`config.mk`:
```
export PLATFORM = sky130hd
export DESIGN_NAME = pool_layer_sequencer_flat
export DESIGN_NICKNAME = d
export VERILOG_FILES = /design/src/rtl/pool_layer_sequencer_if.sv /design/src/rtl/pool_layer_sequencer.sv /design/src/flat_wrapper.sv
export SDC_FILE = /design/constraint.sdc
export NUM_CORES = 1
export LEC_CHECK = 0
export ABC_AREA = 0
export BUFFER_PORTS_ARGS = -buffer_cell sky130_fd_sc_hd__buf_2
export CAP_MARGIN = 30
export CELL_PAD_IN_SITES_DETAIL_PLACEMENT = 2
export CELL_PAD_IN_SITES_GLOBAL_PLACEMENT = 2
export CORE_UTILIZATION = 25
export CTS_CLUSTER_DIAMETER = 120
export DETAILED_ROUTE_END_ITERATION = 8
export PLACE_DENSITY_LB_ADDON = 0.1
export SLEW_MARGIN = 20
export SYNTH_ARGS = -nofsm -noshare
export SYNTH_HDL_FRONTEND = slang
export SYNTH_SLANG_ARGS = --single-unit
```
`constraint.sdc`:
```
create_clock -name clk -period 5.1 [get_ports clk]
set_input_delay 0.51 -clock clk [delete_from_list [all_inputs] [get_ports clk]]
set_output_delay 0.51 -clock clk [all_outputs]
set_load 0.02 [all_outputs]
```
`src/rtl/pool_layer_sequencer_if.sv`:
```
// Handshake and memory-port bundle between pool_layer_sequencer and its neighbours:
// upstream act memory, max_pool and downstream act memory.
interface pool_layer_sequencer_if #(
    parameter int DATA_SIZE = 64
);
    logic                 start;
    logic                 busy;
    logic                 done;
    logic [47:0]          src_read_index;
    logic [DATA_SIZE-1:0] src_read_data;
    logic [47:0]          pool_write_index;
    logic [DATA_SIZE-1:0] pool_write_data;
    logic                 pool_want_write;
    logic                 pool_compute;
    logic                 pool_output_valid;
    logic [47:0]          pool_read_index;
    logic [DATA_SIZE-1:0] pool_read_data;
    logic [47:0]          dst_write_index;
    logic [DATA_SIZE-1:0] dst_write_data;
    logic                 dst_want_write;

    modport master (
        input  start,
        output busy, done,
        output src_read_index,
        input  src_read_data,
        output pool_write_index, pool_write_data, pool_want_write, pool_compute,
        input  pool_output_valid,
        output pool_read_index,
        input  pool_read_data,
        output dst_write_index, dst_write_data, dst_want_write
    );

    modport slave (
        output start,
        input  busy, done,
        input  src_read_index,
        output src_read_data,
        input  pool_write_index, pool_write_data, pool_want_write, pool_compute,
        output pool_output_valid,
        input  pool_read_index,
        output pool_read_data,
        input  dst_write_index, dst_write_data, dst_want_write
    );
endinterface

```
`src/rtl/pool_layer_sequencer.sv`:
```
// Sequences one max_pool layer per start: load upstream activations, kick compute,
// wait out the pooling pass, then drain pooled results to the downstream memory.
module pool_layer_sequencer #(
    parameter int NUM_INPUTS = 16,
    parameter int INPUT_DIM  = 26,
    parameter int KERNEL_DIM = 2,
    parameter int STRIDE     = KERNEL_DIM,
    parameter int DATA_SIZE  = 64
) (
    input logic                    clk,
    input logic                    rst,
    pool_layer_sequencer_if.master bus
);

    localparam int OUTPUT_DIM = (INPUT_DIM - KERNEL_DIM) / STRIDE + 1;
    localparam logic [31:0] COMPUTE_CYCLES =
        32'(2 * KERNEL_DIM * KERNEL_DIM * NUM_INPUTS * OUTPUT_DIM * OUTPUT_DIM + 2);
    localparam logic [15:0] ENT_LAST = 16'(NUM_INPUTS - 1);
    localparam logic [15:0] IN_LAST  = 16'(INPUT_DIM - 1);
    localparam logic [15:0] OUT_LAST = 16'(OUTPUT_DIM - 1);

    typedef enum logic [2:0] {
        S_IDLE,
        S_LOAD,
        S_KICK,
        S_WAIT,
        S_DRAIN,
        S_DONE
    } state_e;

    state_e      state_q, state_d;
    logic [15:0] ent_q, ent_d;
    logic [15:0] y_q, y_d;
    logic [15:0] x_q, x_d;
    logic        rd_done_q, rd_done_d;
    logic        wr_pend_q, wr_pend_d;
    logic [47:0] wr_idx_q, wr_idx_d;
    logic        kick_q, kick_d;
    logic [31:0] wait_cnt_q, wait_cnt_d;
    logic [15:0] side_last;

    // NOTE: state uses non-blocking assignments so every register samples pre-edge values.
    always_ff @(posedge clk or posedge rst) begin
        if (rst) begin
            state_q    <= S_IDLE;
            ent_q      <= '0;
            y_q        <= '0;
            x_q        <= '0;
            rd_done_q  <= 1'b0;
            wr_pend_q  <= 1'b0;
            wr_idx_q   <= '0;
            kick_q     <= 1'b0;
            wait_cnt_q <= '0;
        end else begin
            state_q    <= state_d;
            ent_q      <= ent_d;
            y_q        <= y_d;
            x_q        <= x_d;
            rd_done_q  <= rd_done_d;
            wr_pend_q  <= wr_pend_d;
            wr_idx_q   <= wr_idx_d;
            kick_q     <= kick_d;
            wait_cnt_q <= wait_cnt_d;
        end
    end

    assign side_last = (state_q == S_DRAIN) ? OUT_LAST : IN_LAST;

    // NOTE: every next-state value gets a default first so no path can infer a latch.
    always_comb begin
        state_d    = state_q;
        ent_d      = ent_q;
        y_d        = y_q;
        x_d        = x_q;
        rd_done_d  = rd_done_q;
        wr_pend_d  = 1'b0;
        wr_idx_d   = wr_idx_q;
        kick_d     = kick_q;
        wait_cnt_d = wait_cnt_q;

        unique case (state_q)
            S_IDLE: begin
                if (bus.start) begin
                    state_d   = S_LOAD;
                    ent_d     = '0;
                    y_d       = '0;
                    x_d       = '0;
                    rd_done_d = 1'b0;
                    kick_d    = 1'b0;
                end
            end
            S_LOAD, S_DRAIN: begin
                if (!rd_done_q) begin
                    wr_pend_d = 1'b1;
                    wr_idx_d  = {ent_q, y_q, x_q};
                    if (x_q == side_last) begin
                        x_d = '0;
                        if (y_q == side_last) begin
                            y_d = '0;
                            if (ent_q == ENT_LAST) begin
                                ent_d     = '0;
                                rd_done_d = 1'b1;
                            end else begin
                                ent_d = ent_q + 16'd1;
                            end
                        end else begin
                            y_d = y_q + 16'd1;
                        end
                    end else begin
                        x_d = x_q + 16'd1;
                    end
                end else begin
                    // All reads issued; this cycle carries only the trailing write.
                    state_d = (state_q == S_LOAD) ? S_KICK : S_DONE;
                    kick_d  = 1'b0;
                end
            end
            S_KICK: begin
                kick_d = 1'b1;
                if (kick_q) begin
                    state_d    = S_WAIT;
                    wait_cnt_d = '0;
                end
            end
            S_WAIT: begin
                // output_valid may be stale from the previous pass, so the cycle floor gates it.
                if (bus.pool_output_valid && (wait_cnt_q >= COMPUTE_CYCLES)) begin
                    state_d   = S_DRAIN;
                    ent_d     = '0;
                    y_d       = '0;
                    x_d       = '0;
                    rd_done_d = 1'b0;
                end else if (wait_cnt_q != 32'hFFFF_FFFF) begin
                    wait_cnt_d = wait_cnt_q + 32'd1;
                end
            end
            S_DONE: begin
                state_d = S_IDLE;
            end
            default: begin
                state_d = S_IDLE;
            end
        endcase
    end

    assign bus.busy             = (state_q != S_IDLE);
    assign bus.done             = (state_q == S_DONE);
    assign bus.pool_compute     = (state_q == S_KICK);
    assign bus.src_read_index   = {ent_q, y_q, x_q};
    assign bus.pool_read_index  = {ent_q, y_q, x_q};
    assign bus.pool_want_write  = (state_q == S_LOAD) && wr_pend_q;
    assign bus.dst_want_write   = (state_q == S_DRAIN) && wr_pend_q;
    assign bus.pool_write_index = wr_idx_q;
    assign bus.dst_write_index  = wr_idx_q;
    assign bus.pool_write_data  = bus.pool_want_write ? bus.src_read_data  : {DATA_SIZE{1'b0}};
    assign bus.dst_write_data   = bus.dst_want_write  ? bus.pool_read_data : {DATA_SIZE{1'b0}};

endmodule

```
`src/flat_wrapper.sv`:
```
// flat-port wrapper written by rule: the top's interface ports become plain ports
module pool_layer_sequencer_flat 
#(
    parameter int NUM_INPUTS = 16,
    parameter int INPUT_DIM  = 26,
    parameter int KERNEL_DIM = 2,
    parameter int STRIDE     = KERNEL_DIM,
    parameter int DATA_SIZE  = 64
)
  (clk, rst, bus_start, bus_busy, bus_done, bus_src_read_index, bus_src_read_data, bus_pool_write_index, bus_pool_write_data, bus_pool_want_write, bus_pool_compute, bus_pool_output_valid, bus_pool_read_index, bus_pool_read_data, bus_dst_write_index, bus_dst_write_data, bus_dst_want_write);
  pool_layer_sequencer_if #(.DATA_SIZE(DATA_SIZE)) bus_i ();
  input logic clk;
  input logic rst;
  input wire logic [$bits(bus_i.start)-1:0] bus_start;
  output wire logic [$bits(bus_i.busy)-1:0] bus_busy;
  output wire logic [$bits(bus_i.done)-1:0] bus_done;
  output wire logic [$bits(bus_i.src_read_index)-1:0] bus_src_read_index;
  input wire logic [$bits(bus_i.src_read_data)-1:0] bus_src_read_data;
  output wire logic [$bits(bus_i.pool_write_index)-1:0] bus_pool_write_index;
  output wire logic [$bits(bus_i.pool_write_data)-1:0] bus_pool_write_data;
  output wire logic [$bits(bus_i.pool_want_write)-1:0] bus_pool_want_write;
  output wire logic [$bits(bus_i.pool_compute)-1:0] bus_pool_compute;
  input wire logic [$bits(bus_i.pool_output_valid)-1:0] bus_pool_output_valid;
  output wire logic [$bits(bus_i.pool_read_index)-1:0] bus_pool_read_index;
  input wire logic [$bits(bus_i.pool_read_data)-1:0] bus_pool_read_data;
  output wire logic [$bits(bus_i.dst_write_index)-1:0] bus_dst_write_index;
  output wire logic [$bits(bus_i.dst_write_data)-1:0] bus_dst_write_data;
  output wire logic [$bits(bus_i.dst_want_write)-1:0] bus_dst_want_write;
  assign bus_i.start = bus_start;
  assign bus_busy = bus_i.busy;
  assign bus_done = bus_i.done;
  assign bus_src_read_index = bus_i.src_read_index;
  assign bus_i.src_read_data = bus_src_read_data;
  assign bus_pool_write_index = bus_i.pool_write_index;
  assign bus_pool_write_data = bus_i.pool_write_data;
  assign bus_pool_want_write = bus_i.pool_want_write;
  assign bus_pool_compute = bus_i.pool_compute;
  assign bus_i.pool_output_valid = bus_pool_output_valid;
  assign bus_pool_read_index = bus_i.pool_read_index;
  assign bus_i.pool_read_data = bus_pool_read_data;
  assign bus_dst_write_index = bus_i.dst_write_index;
  assign bus_dst_write_data = bus_i.dst_write_data;
  assign bus_dst_want_write = bus_i.dst_want_write;
  pool_layer_sequencer #(.NUM_INPUTS(NUM_INPUTS), .INPUT_DIM(INPUT_DIM), .KERNEL_DIM(KERNEL_DIM), .STRIDE(STRIDE), .DATA_SIZE(DATA_SIZE)) u_core (.clk(clk), .rst(rst), .bus(bus_i));
endmodule
```
### Word level (Yosys, flattened, before mapping)

Cells that the tools add are included.

| word-level totals | value |
|---|---|
| register bits after elaboration | 134 |
| input port bits | 132 |
| output and inout bits | 325 |
| word-level logic and storage cells | 88 |

| cells by class | value |
|---|---|
| add/subtract/negate cells | 4 |
| magnitude comparators | 1 |
| equality and inequality tests | 18 |
| multiplexer cells | 38 |
| bitwise gates (word level) | 1 |
| reductions and logical operators | 17 |

Operators by type and width:

| kind | count |
|---|---|
| $mux 16 | 11 |
| $pmux 16 s3 | 3 |
| $mux 64 | 2 |
| $mux 32 | 3 |
| $pmux 32 s2 | 1 |
| $add 16x1->16 const B | 3 |
| $add 32x1->32 const B | 1 |
| $eq 16x16->1 | 2 |
| $ge 32x15->1 const B | 1 |
| $ne 32x32->1 const B | 1 |
| $eq 16x4->1 const B | 1 |
| $mux 3 | 5 |
| $ne 2x1->1 const B | 6 |
| $pmux 3 s4 | 1 |
| $reduce_and 4->1 | 3 |
| $mux 1 | 9 |
| $reduce_bool 3->1 | 3 |
| $eq 3x2->1 const B | 2 |
| $eq 3x3->1 const B | 2 |
| $ne 2x2->1 const B | 3 |
| $pmux 1 s3 | 2 |
| $reduce_and 3->1 | 2 |
| $reduce_and 6->1 | 1 |
| $mux 5 | 1 |
| other kinds (8) | 10 |

### Longest topological paths before layout

| depth | value |
|---|---|
| depth after elaboration | 7 |
| gate-level depth with buffers | 11 |
| mapped depth without buffers | 8 |

### Worst setup path after synthesis

Ideal clock, no wire load.

| path | value |
|---|---|
| kind | register -> register |
| start point | register u_core.state_q[1] |
| end point | register u_core.ent_q[8] |
| library setup time | 0.092 ns |
| arrival time | 2.504 ns |
| required time | 5.008 ns |
| path slack | 2.504 ns |
| cell stages (with the launch flop) | 11 |
| path buffers | 4 |
| period minus slack after synthesis | 2.596 ns |
| cell sequence | dfrtp_1 > buf_2 > or3b_1 > buf_2 > mux2i_1 > o21ai_1 > o211ai_4 > or3_1 > clkbuf_1 > buf_4 > o31ai_2 |

| on the way | value |
|---|---|
| longest elaborated chain between the ends | 5 |
| elaborated cells on any way between the ends | 16 |
| classes of those cells | 10 x eq/ne; 2 x mux; 4 x reduce/logical |

RTL lines:

| element | RTL line | source |
|---|---|---|
| start: declaration | pool_layer_sequencer.sv:31 | `state_e state_q, state_d;` |
| start signal: assignment | pool_layer_sequencer.sv:55 | `state_q <= state_d;` |
| $eq 3x3->1 | pool_layer_sequencer.sv:67, pool_layer_sequencer.sv:81 |  |
| $mux 5 | pool_layer_sequencer.sv:67 | `assign side_last = (state_q == S_DRAIN) ? OUT_LAST : IN_LAST;` |
| $eq 16x16->1 (on tied branches) | pool_layer_sequencer.sv:98, pool_layer_sequencer.sv:96 |  |
| $ne 2x1->1 (no line) | - |  |
| $reduce_and 6->1 (no line) | - |  |
| end signal: assignment | pool_layer_sequencer.sv:56 | `ent_q <= ent_d;` |
| end: declaration | pool_layer_sequencer.sv:32 | `logic [15:0] ent_q, ent_d;` |

Several ways; a longest one is shown, not always the timed one.
A chain may end at the register's enable or synchronous reset.

### Final worst setup path

| path | value |
|---|---|
| start point | register u_core.state_q[0] |
| end point | output port bus_dst_write_data[59] |

| on the way | value |
|---|---|
| longest elaborated chain between the ends | 3 |

RTL lines:

| element | RTL line | source |
|---|---|---|
| $eq 3x3->1 | pool_layer_sequencer.sv:152 | `assign bus.dst_want_write = (state_q == S_DRAIN) && wr_pend_q;` |
| $logic_and 1x1->1 | pool_layer_sequencer.sv:152 |  |
| $mux 64 | pool_layer_sequencer.sv:156 | `assign bus.dst_write_data = bus.dst_want_write ? bus.pool_read_data : {DATA_SIZE{1'b0}};` |
| end: declaration | flat_wrapper.sv:27 | `output wire logic [$bits(bus_i.dst_write_data)-1:0] bus_dst_write_data;` |

No other way between the ends.

==> results.md <==
- GPL Wtd Cong: 0.740
- Cell Area, Synth: 8720 um^2
- Setup crit end kind: output port
- CTS tree: yes
- Critical path buffers and inverters: 2
- Yosys top cell by area: dfrtp_1
- Cts bufs inserted: 17
- DR WL/cell: 20.8 um
- Setup bufs post-CTS: 0
- Final Power: 4.44 mW
- Number of I/O pins: 457
- Initial core utilization: 0.253
- Status: complete, no violations
- DR DRC count: 0
- Hold buffer count at CTS: 0
- Worst EP required: 4.59 ns
- Die ar.: 35,600 um^2
- Core Area: 34,500 um^2
- Number of global-route vias before repair: 9,019
- Initial antenna violation count: 1
- Crit path largest cell delay: 0.60 ns
- Crit Path Max Fanout: 65
- Worst relative slew slack: 0.464
- Yosys warnings: 0
- Slowest cell on crit path: dfrtp_1
- Switching portion of total power: 0.420
- Post-DP HPWL: 27,900 um
- P_leak: 6.00 nW
- #FFs+latches synth: 134
- Root Driver: clkbuf_16
- Synth cell types: 70
- Register area share after synthesis: 0.385
- Final Cycle Share: 0.634
- CP delay by family, top: simple AND/OR/NAND/NOR gates
- Layout cells sized above 1: 0.445
- Reg clk slew, reported paths: 0.07 ns
- Design area: 11,400 um^2
- PwrDens: 389 nW/um^2
- Fin worst setup slack: 1.87 ns
- TritonRoute pass-1 iters: 6
- Net count, final: 1,434
- Max-slew violation count: 0
- Asr flop ratio synth: 1.00
- Post-CTS Resized: 0
- Area grow syn2layout: 30.8%
- Most frequent cell after synthesis: and2_1
- Clock Tree Buf Depth: 2
- Sink Count: 134
- Internal power: 2.57 mW
- Clock power share: 0.302
- Vias per cell: 4.86
- Element type at the critical path start: flip-flop
- Crit path kind: reg2out
- P_sw: 1.86 mW
- Post-synth EDFFs: 0
- Max-cap viol count: 0
- Detailed Route Iter0 Violations: 272
- Ant diodes: 0
- Crit path time final: 3.23 ns
- RSZ-0062 raised after global routing: no
- Inst Count DP: 1,733
- Synth Net Count: 1,100
- Die X: 189 um
- Antenna Nets Post-Route: 0
- Top cells by area, synth: dfrtp_1, and2_1, buf_4, mux2_2, nand3_1
- Core Rows: 68
- Skew final: 0.0178 ns
- # port buffers: 456
- Die H: 189 um
- Final Hold Vio Count: 0
- Pin count of the biggest net entering global routing: 66
- Ys flop type: dfrtp_1
- Synth Instances: 963
- DP Area: 10,800 um^2
- Slew of the pin with the lowest slew margin: 0.793 ns
- Peak supply drop: 0.000241 V
- Final wirelength: 36,700 um
- Vias: 8,586
- Hold WC Path Type: in2async
- Comb pwr share: 0.400
- Setup TNS: 0 ns
- Pre-CTS setup slack: 1.86 ns
- Non-filler instance count after layout: 1,765
- Grt total ovfl: 0
- Total GRT Usage: 0.204
- First-pass GRT wire length: 55,900 um
- Synth top area share: 0.385
- Final Util: 0.331
- Hold_ws: 0.111 ns
- Crit-path cells: or3b_1 -> nor2_2 -> buf_4 -> and2_1 -> buf_2
- Synth top cells by count: and2_1, dfrtp_1, buf_4
- H-tree depth: 4
- Seq pwr share: 0.298
- Crit path DAT: 2.72 ns
- Setup Viol. Count Final: 0
- Syn avg cell area: 9.06 um^2
- Fmax: 0.309 GHz
- Worst skew pair latency: 0.43 ns
-- final cells by class --
| class | count | area, um^2 |
|---|---|---|
| inverters | 22 | 87.6 |
| clock inverters | 12 | 165 |
| multi-input cells | 651 | 4340 |
| flip-flops and latches | 134 | 3350 |
| repair buffers | 471 | 2430 |
| fillers | 4000 | 23100 |
| clock buffers | 20 | 467 |
| well taps | 455 | 569 |
-- final timing paths --
path / from / endpoint / slack (ns) / cells past startpoint
worst min register to register: u_core.bus.dst_write_index[3] / u_core.bus.dst_write_index[3] / 0.53 / 1
worst max register to register: u_core.state_q[0] / u_core.ent_q[10] / 1.90 / 6
min in group clk: bus_start / u_core.kick_q / 0.52 / 4
worst max-delay path: u_core.state_q[0] / bus_dst_write_data[59] / 1.87 / 5
worst min-delay path: rst / u_core.bus.dst_write_index[24] / 0.11 / 2
max in group asynchronous: rst / u_core.y_q[0] / 3.74 / 4
-- cells in the final DEF, fill, tap and decap left out, drive strengths merged, types with 7 or more instances in the layout --
master / instances
a21o: 7
a21oi: 28
a31oi: 7
and2: 135
and3: 11
and4: 8
buf: 471
clkbuf: 20
dfrtp: 134
inv: 26
mux2: 51
mux2i: 10
nand2: 53
nand2b: 7
nand3: 47
nand4: 10
nor2: 40
nor2b: 7
nor3: 19
nor4: 13
o21ai: 48
o31ai: 31
or3: 16
or4: 17
xnor2: 8
-- power by group through the flow --
stage               logic [mW]  clock network, mW  registers [mW]
global route              1.91               1.43            1.34
floorplan                 1.16                  0            1.35
global placement          1.76                  0            1.34
finish                    1.77               1.34            1.32
detailed placement        1.80                  0            1.34
CTS                       1.81               1.38            1.32
-- state kept, by name, summed over array words and instances, names as in the netlist --
| register | cells |
|---|---|
| u_core.y_q | 16 |
| u_core.kick_q | 1 |
| u_core.bus.dst_write_index | 48 |
| u_core.wait_cnt_q | 32 |
| u_core.ent_q | 16 |
| u_core.x_q | 16 |
| u_core.rd_done_q | 1 |
| u_core.state_q | 3 |
| u_core.wr_pend_q | 1 |
-- metal layers --
metal / track usage / vias up / part of all wire
li1: - / 3980 / -
met1: 0.249 / 4293 / 0.43
met2: 0.352 / 283 / 0.49
met3: 0.0561 / 30 / 0.064
met4: 0.0484 / 0 / 0.015
met5: 0 / - / 0
-- cells by family after synthesis --
logic type,after synthesis,synth area share
DFF,134,0.385
xor gates and xnor gates,9,0.00904
buffers and inverters,178,0.121
muxes,61,0.0773
and+or+nand+nor,409,0.271
adders and majority gates,5,0.00717
AOI/OAI and AO/OA,167,0.131
No activity file was read; power rests on OpenSTA's default activity.
